<file path="config.mk">
export PLATFORM = sky130hd
export DESIGN_NAME = commit_group_decoder
export DESIGN_NICKNAME = d
export VERILOG_FILES = /design/src/rtl/commit_group_decoder_pkg.sv /design/src/rtl/commit_group_decoder_lane.sv /design/src/rtl/commit_group_decoder.sv
export SDC_FILE = /design/constraint.sdc
export NUM_CORES = 1
export LEC_CHECK = 0
export CAP_MARGIN = 10
export CELL_PAD_IN_SITES_DETAIL_PLACEMENT = 0
export CELL_PAD_IN_SITES_GLOBAL_PLACEMENT = 1
export CORE_UTILIZATION = 35
export DETAILED_ROUTE_END_ITERATION = 6
export PLACE_DENSITY_LB_ADDON = 0.12
export SYNTH_ARGS = -nofsm -noshare
export SYNTH_HDL_FRONTEND = slang
export SYNTH_HIERARCHICAL = 1
export SYNTH_SLANG_ARGS = --single-unit
</file>
<file path="constraint.sdc">
create_clock -name clk_i -period 3 [get_ports clk_i]
set_input_delay 0.3 -clock clk_i [delete_from_list [all_inputs] [get_ports clk_i]]
set_output_delay 0.3 -clock clk_i [all_outputs]
set_load 0.05 [all_outputs]
</file>
<file path="src/rtl/commit_group_decoder_pkg.sv">
// commit_group_decoder_pkg: instruction, CSR-op and commit-type definitions shared by the commit group decoder
// len5_pkg: raw instruction word and RISC-V major opcodes
// csr_pkg: CSR operation encoding
// expipe_pkg: commit types and the serialising-type classification
package len5_pkg;
  typedef logic [31:0] instr_t;
  localparam logic [6:0] OPC_LOAD = 7'b0000011, OPC_LOAD_FP = 7'b0000111, OPC_MISC_MEM = 7'b0001111,
                         OPC_OP_IMM = 7'b0010011, OPC_AUIPC = 7'b0010111, OPC_OP_IMM_32 = 7'b0011011,
                         OPC_STORE = 7'b0100011, OPC_STORE_FP = 7'b0100111, OPC_OP = 7'b0110011,
                         OPC_LUI = 7'b0110111, OPC_OP_32 = 7'b0111011, OPC_MADD = 7'b1000011,
                         OPC_MSUB = 7'b1000111, OPC_NMSUB = 7'b1001011, OPC_NMADD = 7'b1001111,
                         OPC_OP_FP = 7'b1010011, OPC_BRANCH = 7'b1100011, OPC_JALR = 7'b1100111,
                         OPC_JAL = 7'b1101111, OPC_SYSTEM = 7'b1110011;
endpackage

package csr_pkg;
  typedef enum logic [2:0] {
    CSR_OP_NONE, CSR_OP_CSRRW, CSR_OP_CSRRS, CSR_OP_CSRRC, CSR_OP_CSRRWI, CSR_OP_CSRRSI, CSR_OP_CSRRCI
  } csr_op_t;
endpackage

package expipe_pkg;
  typedef enum logic [3:0] {
    COMM_TYPE_NONE, COMM_TYPE_INT_RF, COMM_TYPE_FP_RF, COMM_TYPE_INT_RF_FP, COMM_TYPE_LOAD,
    COMM_TYPE_LOAD_FP, COMM_TYPE_STORE, COMM_TYPE_JUMP, COMM_TYPE_BRANCH, COMM_TYPE_CSR,
    COMM_TYPE_ECALL, COMM_TYPE_EBREAK, COMM_TYPE_MRET, COMM_TYPE_WFI, COMM_TYPE_FENCE, COMM_TYPE_EXCEPT
  } comm_type_t;
  // one bit per commit type; set bits must commit alone and stall input until retired
  localparam logic [15:0] SERIAL_TYPES = 16'((1 << COMM_TYPE_EXCEPT) | (1 << COMM_TYPE_CSR) |
    (1 << COMM_TYPE_ECALL) | (1 << COMM_TYPE_EBREAK) | (1 << COMM_TYPE_MRET) |
    (1 << COMM_TYPE_WFI) | (1 << COMM_TYPE_FENCE));
  function automatic logic is_serializing(comm_type_t t);
    return SERIAL_TYPES[t];
  endfunction
endpackage

</file>
<file path="src/rtl/commit_group_decoder_lane.sv">
// commit_lane_decoder: combinational decode of one ROB-head instruction into commit type and CSR op
// instr_i/except_i in; comm_type_o/csr_op_o out. FP_EN=0 turns every F/D instruction into EXCEPT.
module commit_lane_decoder
  import len5_pkg::*, expipe_pkg::*, csr_pkg::*;
#(
  parameter bit FP_EN = 1'b1
) (
  input  instr_t     instr_i,
  input  logic       except_i,
  output comm_type_t comm_type_o,
  output csr_op_t    csr_op_o
);
  logic [2:0] f3;
  logic [4:0] f5;
  assign f3 = instr_i[14:12];
  assign f5 = instr_i[31:27];
  always_comb begin
    comm_type_o = COMM_TYPE_EXCEPT;
    csr_op_o = CSR_OP_NONE;
    case (instr_i[6:0])
      OPC_OP: if (instr_i[31:25] inside {7'h00, 7'h01, 7'h20}) comm_type_o = COMM_TYPE_INT_RF;
      OPC_OP_IMM, OPC_OP_32, OPC_OP_IMM_32, OPC_LUI, OPC_AUIPC: comm_type_o = COMM_TYPE_INT_RF;
      OPC_LOAD: if (f3 != 3'b111) comm_type_o = COMM_TYPE_LOAD;
      OPC_STORE: if (!f3[2]) comm_type_o = COMM_TYPE_STORE;
      OPC_JAL, OPC_JALR: comm_type_o = COMM_TYPE_JUMP;
      OPC_BRANCH: if (f3[2:1] != 2'b01) comm_type_o = COMM_TYPE_BRANCH;
      OPC_MISC_MEM: comm_type_o = COMM_TYPE_FENCE;
      OPC_SYSTEM:
        case (f3)
          // privileged instructions need rd and rs1 zero
          3'b000: comm_type_o = instr_i[19:7] != '0 ? COMM_TYPE_EXCEPT
                              : instr_i[31:20] == 12'h000 ? COMM_TYPE_ECALL
                              : instr_i[31:20] == 12'h001 ? COMM_TYPE_EBREAK
                              : instr_i[31:20] == 12'h302 ? COMM_TYPE_MRET
                              : instr_i[31:20] == 12'h105 ? COMM_TYPE_WFI : COMM_TYPE_EXCEPT;
          3'b001: begin comm_type_o = COMM_TYPE_CSR; csr_op_o = CSR_OP_CSRRW; end
          3'b010: begin comm_type_o = COMM_TYPE_CSR; csr_op_o = CSR_OP_CSRRS; end
          3'b011: begin comm_type_o = COMM_TYPE_CSR; csr_op_o = CSR_OP_CSRRC; end
          3'b101: begin comm_type_o = COMM_TYPE_CSR; csr_op_o = CSR_OP_CSRRWI; end
          3'b110: begin comm_type_o = COMM_TYPE_CSR; csr_op_o = CSR_OP_CSRRSI; end
          3'b111: begin comm_type_o = COMM_TYPE_CSR; csr_op_o = CSR_OP_CSRRCI; end
          default: ;
        endcase
      OPC_LOAD_FP: if (FP_EN && f3 inside {3'b010, 3'b011}) comm_type_o = COMM_TYPE_LOAD_FP;
      OPC_STORE_FP: if (FP_EN && f3 inside {3'b010, 3'b011}) comm_type_o = COMM_TYPE_STORE;
      // FP results that may raise flags accumulate them into fflags via CSRRS
      OPC_MADD, OPC_MSUB, OPC_NMSUB, OPC_NMADD:
        if (FP_EN) begin comm_type_o = COMM_TYPE_FP_RF; csr_op_o = CSR_OP_CSRRS; end
      OPC_OP_FP:
        if (FP_EN)
          case (f5)
            5'b00000, 5'b00001, 5'b00010, 5'b00011, 5'b01011, 5'b00100, 5'b00101, 5'b01000, 5'b11010, 5'b11110:
              begin comm_type_o = COMM_TYPE_FP_RF; csr_op_o = CSR_OP_CSRRS; end
            5'b10100, 5'b11000: begin comm_type_o = COMM_TYPE_INT_RF_FP; csr_op_o = CSR_OP_CSRRS; end
            5'b11100: comm_type_o = COMM_TYPE_INT_RF;
            default: ;
          endcase
      default: ;
    endcase
    if (except_i) begin
      comm_type_o = COMM_TYPE_EXCEPT;
      csr_op_o = CSR_OP_NONE;
    end
  end
endmodule

</file>
<file path="src/rtl/commit_group_decoder.sv">
// commit_group_decoder: decodes up to NUM_LANES ROB-head instructions into a serialisation-safe commit group
// in: clk_i, rst_i (async), flush_i, valid_i/instr_i/except_raised_i (lane 0 oldest), ready_i, serial_done_i
// out: ready_o, accept_cnt_o (lanes popped from ROB), valid_o/lane_valid_o/comm_type_o/csr_op_o (FIFO head)
module commit_group_decoder
  import len5_pkg::*, expipe_pkg::*, csr_pkg::*;
#(
  parameter int NUM_LANES = 2,
  parameter bit FP_EN = 1'b1,
  parameter int BUF_DEPTH = 2
) (
  input  logic                           clk_i,
  input  logic                           rst_i,
  input  logic                           flush_i,
  input  logic [NUM_LANES-1:0]           valid_i,
  input  instr_t [NUM_LANES-1:0]         instr_i,
  input  logic [NUM_LANES-1:0]           except_raised_i,
  output logic                           ready_o,
  output logic [$clog2(NUM_LANES+1)-1:0] accept_cnt_o,
  output logic                           valid_o,
  input  logic                           ready_i,
  output logic [NUM_LANES-1:0]           lane_valid_o,
  output comm_type_t [NUM_LANES-1:0]     comm_type_o,
  output csr_op_t [NUM_LANES-1:0]        csr_op_o,
  input  logic                           serial_done_i
);
  localparam int CW = $clog2(NUM_LANES + 1);
  localparam int AW = $clog2(BUF_DEPTH);
  typedef struct packed {
    logic [NUM_LANES-1:0]       lv;
    comm_type_t [NUM_LANES-1:0] ct;
    csr_op_t [NUM_LANES-1:0]    op;
  } grp_t;
  typedef enum logic {RUN, SERIAL} state_t;
  state_t state;
  comm_type_t [NUM_LANES-1:0] ct;
  csr_op_t [NUM_LANES-1:0] op;
  grp_t grp, head;
  grp_t mem [BUF_DEPTH];
  logic [AW-1:0] wr, rd;
  logic [AW:0] cnt;
  logic [CW-1:0] k;
  logic stop, push, pop, full;
  for (genvar i = 0; i < NUM_LANES; i++) begin : g_lane
    commit_lane_decoder #(.FP_EN(FP_EN)) u_dec (
      .instr_i(instr_i[i]),
      .except_i(except_raised_i[i]),
      .comm_type_o(ct[i]),
      .csr_op_o(op[i])
    );
  end
  // group = leading valid run, cut before any serialising lane; a serialising lane 0 goes alone
  always_comb begin
    k = '0;
    stop = 1'b0;
    grp = '0;
    for (int i = 0; i < NUM_LANES; i++) begin
      if (!stop && valid_i[i] && (i == 0 || !is_serializing(ct[i]))) begin
        k = CW'(i + 1);
        grp.lv[i] = 1'b1;
        grp.ct[i] = ct[i];
        grp.op[i] = op[i];
      end
      stop = stop || !valid_i[i] || is_serializing(ct[i]);
    end
  end
  assign full = cnt == (AW + 1)'(BUF_DEPTH);
  assign ready_o = !full && state == RUN && !flush_i;
  assign push = ready_o && valid_i[0];
  assign pop = valid_o && ready_i && !flush_i;
  assign accept_cnt_o = push ? k : '0;
  assign valid_o = cnt != '0;
  assign head = valid_o ? mem[rd] : '0;
  assign lane_valid_o = head.lv;
  assign comm_type_o = head.ct;
  assign csr_op_o = head.op;
  always_ff @(posedge clk_i) if (push) mem[wr] <= grp;
  always_ff @(posedge clk_i or posedge rst_i) begin
    if (rst_i) begin
      wr <= '0;
      rd <= '0;
      cnt <= '0;
      state <= RUN;
    end else if (flush_i) begin
      wr <= '0;
      rd <= '0;
      cnt <= '0;
      state <= RUN;
    end else begin
      if (push) wr <= wr + 1'b1;
      if (pop) rd <= rd + 1'b1;
      cnt <= cnt + (AW + 1)'(push) - (AW + 1)'(pop);
      // a group is serialising exactly when its lane 0 is
      if (state == RUN && push && is_serializing(ct[0])) state <= SERIAL;
      else if (state == SERIAL && serial_done_i) state <= RUN;
    end
  end
endmodule

</file>
==> flow_summary.yaml <==
run_status:
  status: "complete, but fails checks"
  violations: "negative setup slack"
timing:
  worst_clock_skew_ns: 0.00383
  fmax_mhz: 328
  holdWs_ns: 0.211
  setup_viol: 1
  min_period_over_period_pct: 102
  tightest_slew_ns: 1.02
  final_hold_viol_count: 0
  fin_ws_ns: -0.0494
  min_period_ns: 3.05
  slew_violations: 0
  max-slew-margin-rel_pct: 31.8
  grt_setup_unrepaired: "yes"
power:
  p_switching_w: 0.000579
  p_clk_share_pct: 20.5
  switching_share_pct: 34.8
  p_leak_nw: 1.95
  p_int_w: 0.00109
  vdd_drop_max_uv: 181
  combPwrFrac_pct: 43.0
  finalPower_w: 0.00167
  p_per_area_mw_per_mm2: 345
  seq_power_share_pct: 36.4
logic_synthesis:
  yosysWarnings: 6
  ys.flop_type: "edfxtp_1"
  synth_nets: 413
  avgSynthCellArea_um2: 8.95
  ys_seq_area_share_pct: 35.9
  ys_types: 71
  syn_inst: 338
  ys_seq_elements: 37
  synth_edf_count: 32
  synth_area_mm2: 0.00302
  async_reset_ff_share_pct: 13.5
worst_hold_path:
  hp-class: "in -> async"
worst_setup_path:
  start_kind: "primary input"
  end_kind: "output port"
  required_ns: 2.70
  crit_slowest_cell: "or4_4"
  crit_family: "simple AND/OR/NAND/NOR gates"
  r2r-start: "cnt[0]$_DFF_PP0_"
  critPathKind: "in -> out"
  cp-startpoint: "instr_i[24]"
  reg2reg_depth: 9
  critPathBufInv: 2
  crit_cells: 9
  max_stage_delay_ns: 0.52
  cp_data_arrival_time_ns: 2.75
  path_cells: "clkbuf_2 > or4_4 > or3_4 > o41ai_4 > nand4_1 > o31a_1 > nor3_4 > and2_4 > buf_12"
  r2r_setup_slack_ns: 1.06
  critPathCapture: "accept_cnt_o[1]"
  path_max_fanout: 3
  worst_r2r_endpoint: "cnt[1]$_DFF_PP0_"
detailed_routing:
  wl_per_cell_um: 14.7
  wirelength_um: 8740
  drt_pass1_iterations: 4
  drtIter0Drc: 99
  drc: 0
  via_per_inst: 5.31
  ant_nets: 0
  vias: 3163
floorplanning:
  chipWidth_um: 95.0
  dieArea_mm2: 0.00902
  core_area_mm2: 0.00830
  io_pins: 93
  rows: 33
  initial_utilization_pct: 36.4
  die_h_um: 95.0
clock_network:
  cts-buffers-inserted: 5
  clk_pin_slew_ns: 0.06
  cts_buffer_depth: 2
  tritoncts: "done"
  cts_root_buf: "clkbuf_8"
  insertion_delay_ns: 0.29
  cts_max_level: 2
  cts.sinks: 37
place:
  hpwlAfterDp_um: 6800
  routabilityCongestion: 0.844
  place_inst: 582
  place.port_buffers: 92
  pre_cts_ws_ns: -0.368
global_routing:
  grt_pass1_wl_um: 13400
  antenna_found_initial: 0
  grt_max_degree: 18
  grt-ovfl-total: 0
  grt_usage_pct: 19.1
  grt_pass1_vias: 2913
cells_and_area:
  fill_cells: 752
  diodes: 0
  nets: 565
  area_growth_pct: 59.8
  stdcell_count: 596
  final_cell_mix: "buf_4, clkdlybuf4s50_1, nor2_1, edfxtp_1, and2_1"
  drive_gt1_share_pct: 27.5
  layout_commonest_cell: "buf_4"
run:
  max-cap-violations: 0
power by group through the flow:
stage / sequential [W] / combinational (W) / clock, W
after floorplan: 0.000613 / 0.000402 / 0
after global placement: 0.000615 / 0.000696 / 0
after detailed placement: 0.000618 / 0.000700 / 0
after CTS: 0.000607 / 0.000708 / 0.000351
after global routing: 0.000610 / 0.000770 / 0.000368
final: 0.000607 / 0.000717 / 0.000342
synthesized netlist by cell type, drive strengths merged (7+ instances only):
master	n	area (µm²)
nor2b	8	50.1
nand2	13	48.8
nand2b	9	56.3
clkbuf	7	27.5
buf	12	82.6
nand4	7	43.8
nand3	11	55.1
edfxtp	32	961
nor3	13	76.3
nor4	12	90.1
and2	21	131
a21oi	17	85.1
nor2	42	158
inv	15	56.3
mux2i	17	170
o21ai	12	60.1
routing by layer:
layer	vias up	global-route usage, %	part of all wire, %
li1	1586	-	-
met1	1469	25.6	45
met2	91	31.6	48
met5	-	0	0
met4	0	6.94	2.5
met3	17	2.09	4.1
final cells by class:
type | instances | area, µm² | share of cell area [%]
tap | 105 | 131 | 2.72
inverter | 15 | 56.3 | 1.16
sequential | 37 | 1090 | 22.5
timing repair buffer | 164 | 1490 | 30.9
clock buffer | 8 | 90.1 | 1.86
multi-input combinational | 267 | 1980 | 40.9
how the worst min path moves through the flow:
stage | from | end | slack [ns] | cells after the start
CTS | rst_i | cnt[0]$_DFF_PP0_ | 0.22 | 2
global placement | wr$_DFFE_PP0P_ | wr$_DFFE_PP0P_ | 0.48 | 1
detailed placement | wr$_DFFE_PP0P_ | wr$_DFFE_PP0P_ | 0.51 | 1
floorplan | rst_i | cnt[0]$_DFF_PP0_ | 0.08 | 1
finish | rst_i | cnt[0]$_DFF_PP0_ | 0.21 | 2
global route | rst_i | cnt[0]$_DFF_PP0_ | 0.22 | 2
flip-flops by register name (all words and copies together) (netlist names):
register and cells:
state 1, cnt 2, mem 32, wr 1
rd 1
per-stage QoR:
step / TNS, ns / cell area, µm² / utilization [%]
2_1_floorplan: 0 / 3020 / -
3_3_place_gp: -1.96 / 4470 / 53.9
3_5_place_dp: -3.51 / 4470 / 53.9
4_1_cts: -0.00299 / 4670 / 56.3
5_1_grt: -0.179 / 4830 / 58.2
6_report: -0.0494 / 4830 / 58.2
logic make-up after synthesis:
kind of cell	share of synthesized area (%)
DFF	35.9
AOI/OAI and AO/OA	19.3
adders and majority gates	1.16
and+or+nand+nor	31.5
muxes	6.00
buffers and inverters	5.50
xor gates and xnor gates	0.579
what timing repair did:
action,in CTS,in global routing
setup buffers,3,3
hold buffers,0,0
gates resized for setup,38,51
pin swaps,20,20
hold endpoints to repair,0,0
setup endpoints to repair,2,2
Note: power is estimated with default switching activity, not from simulation.
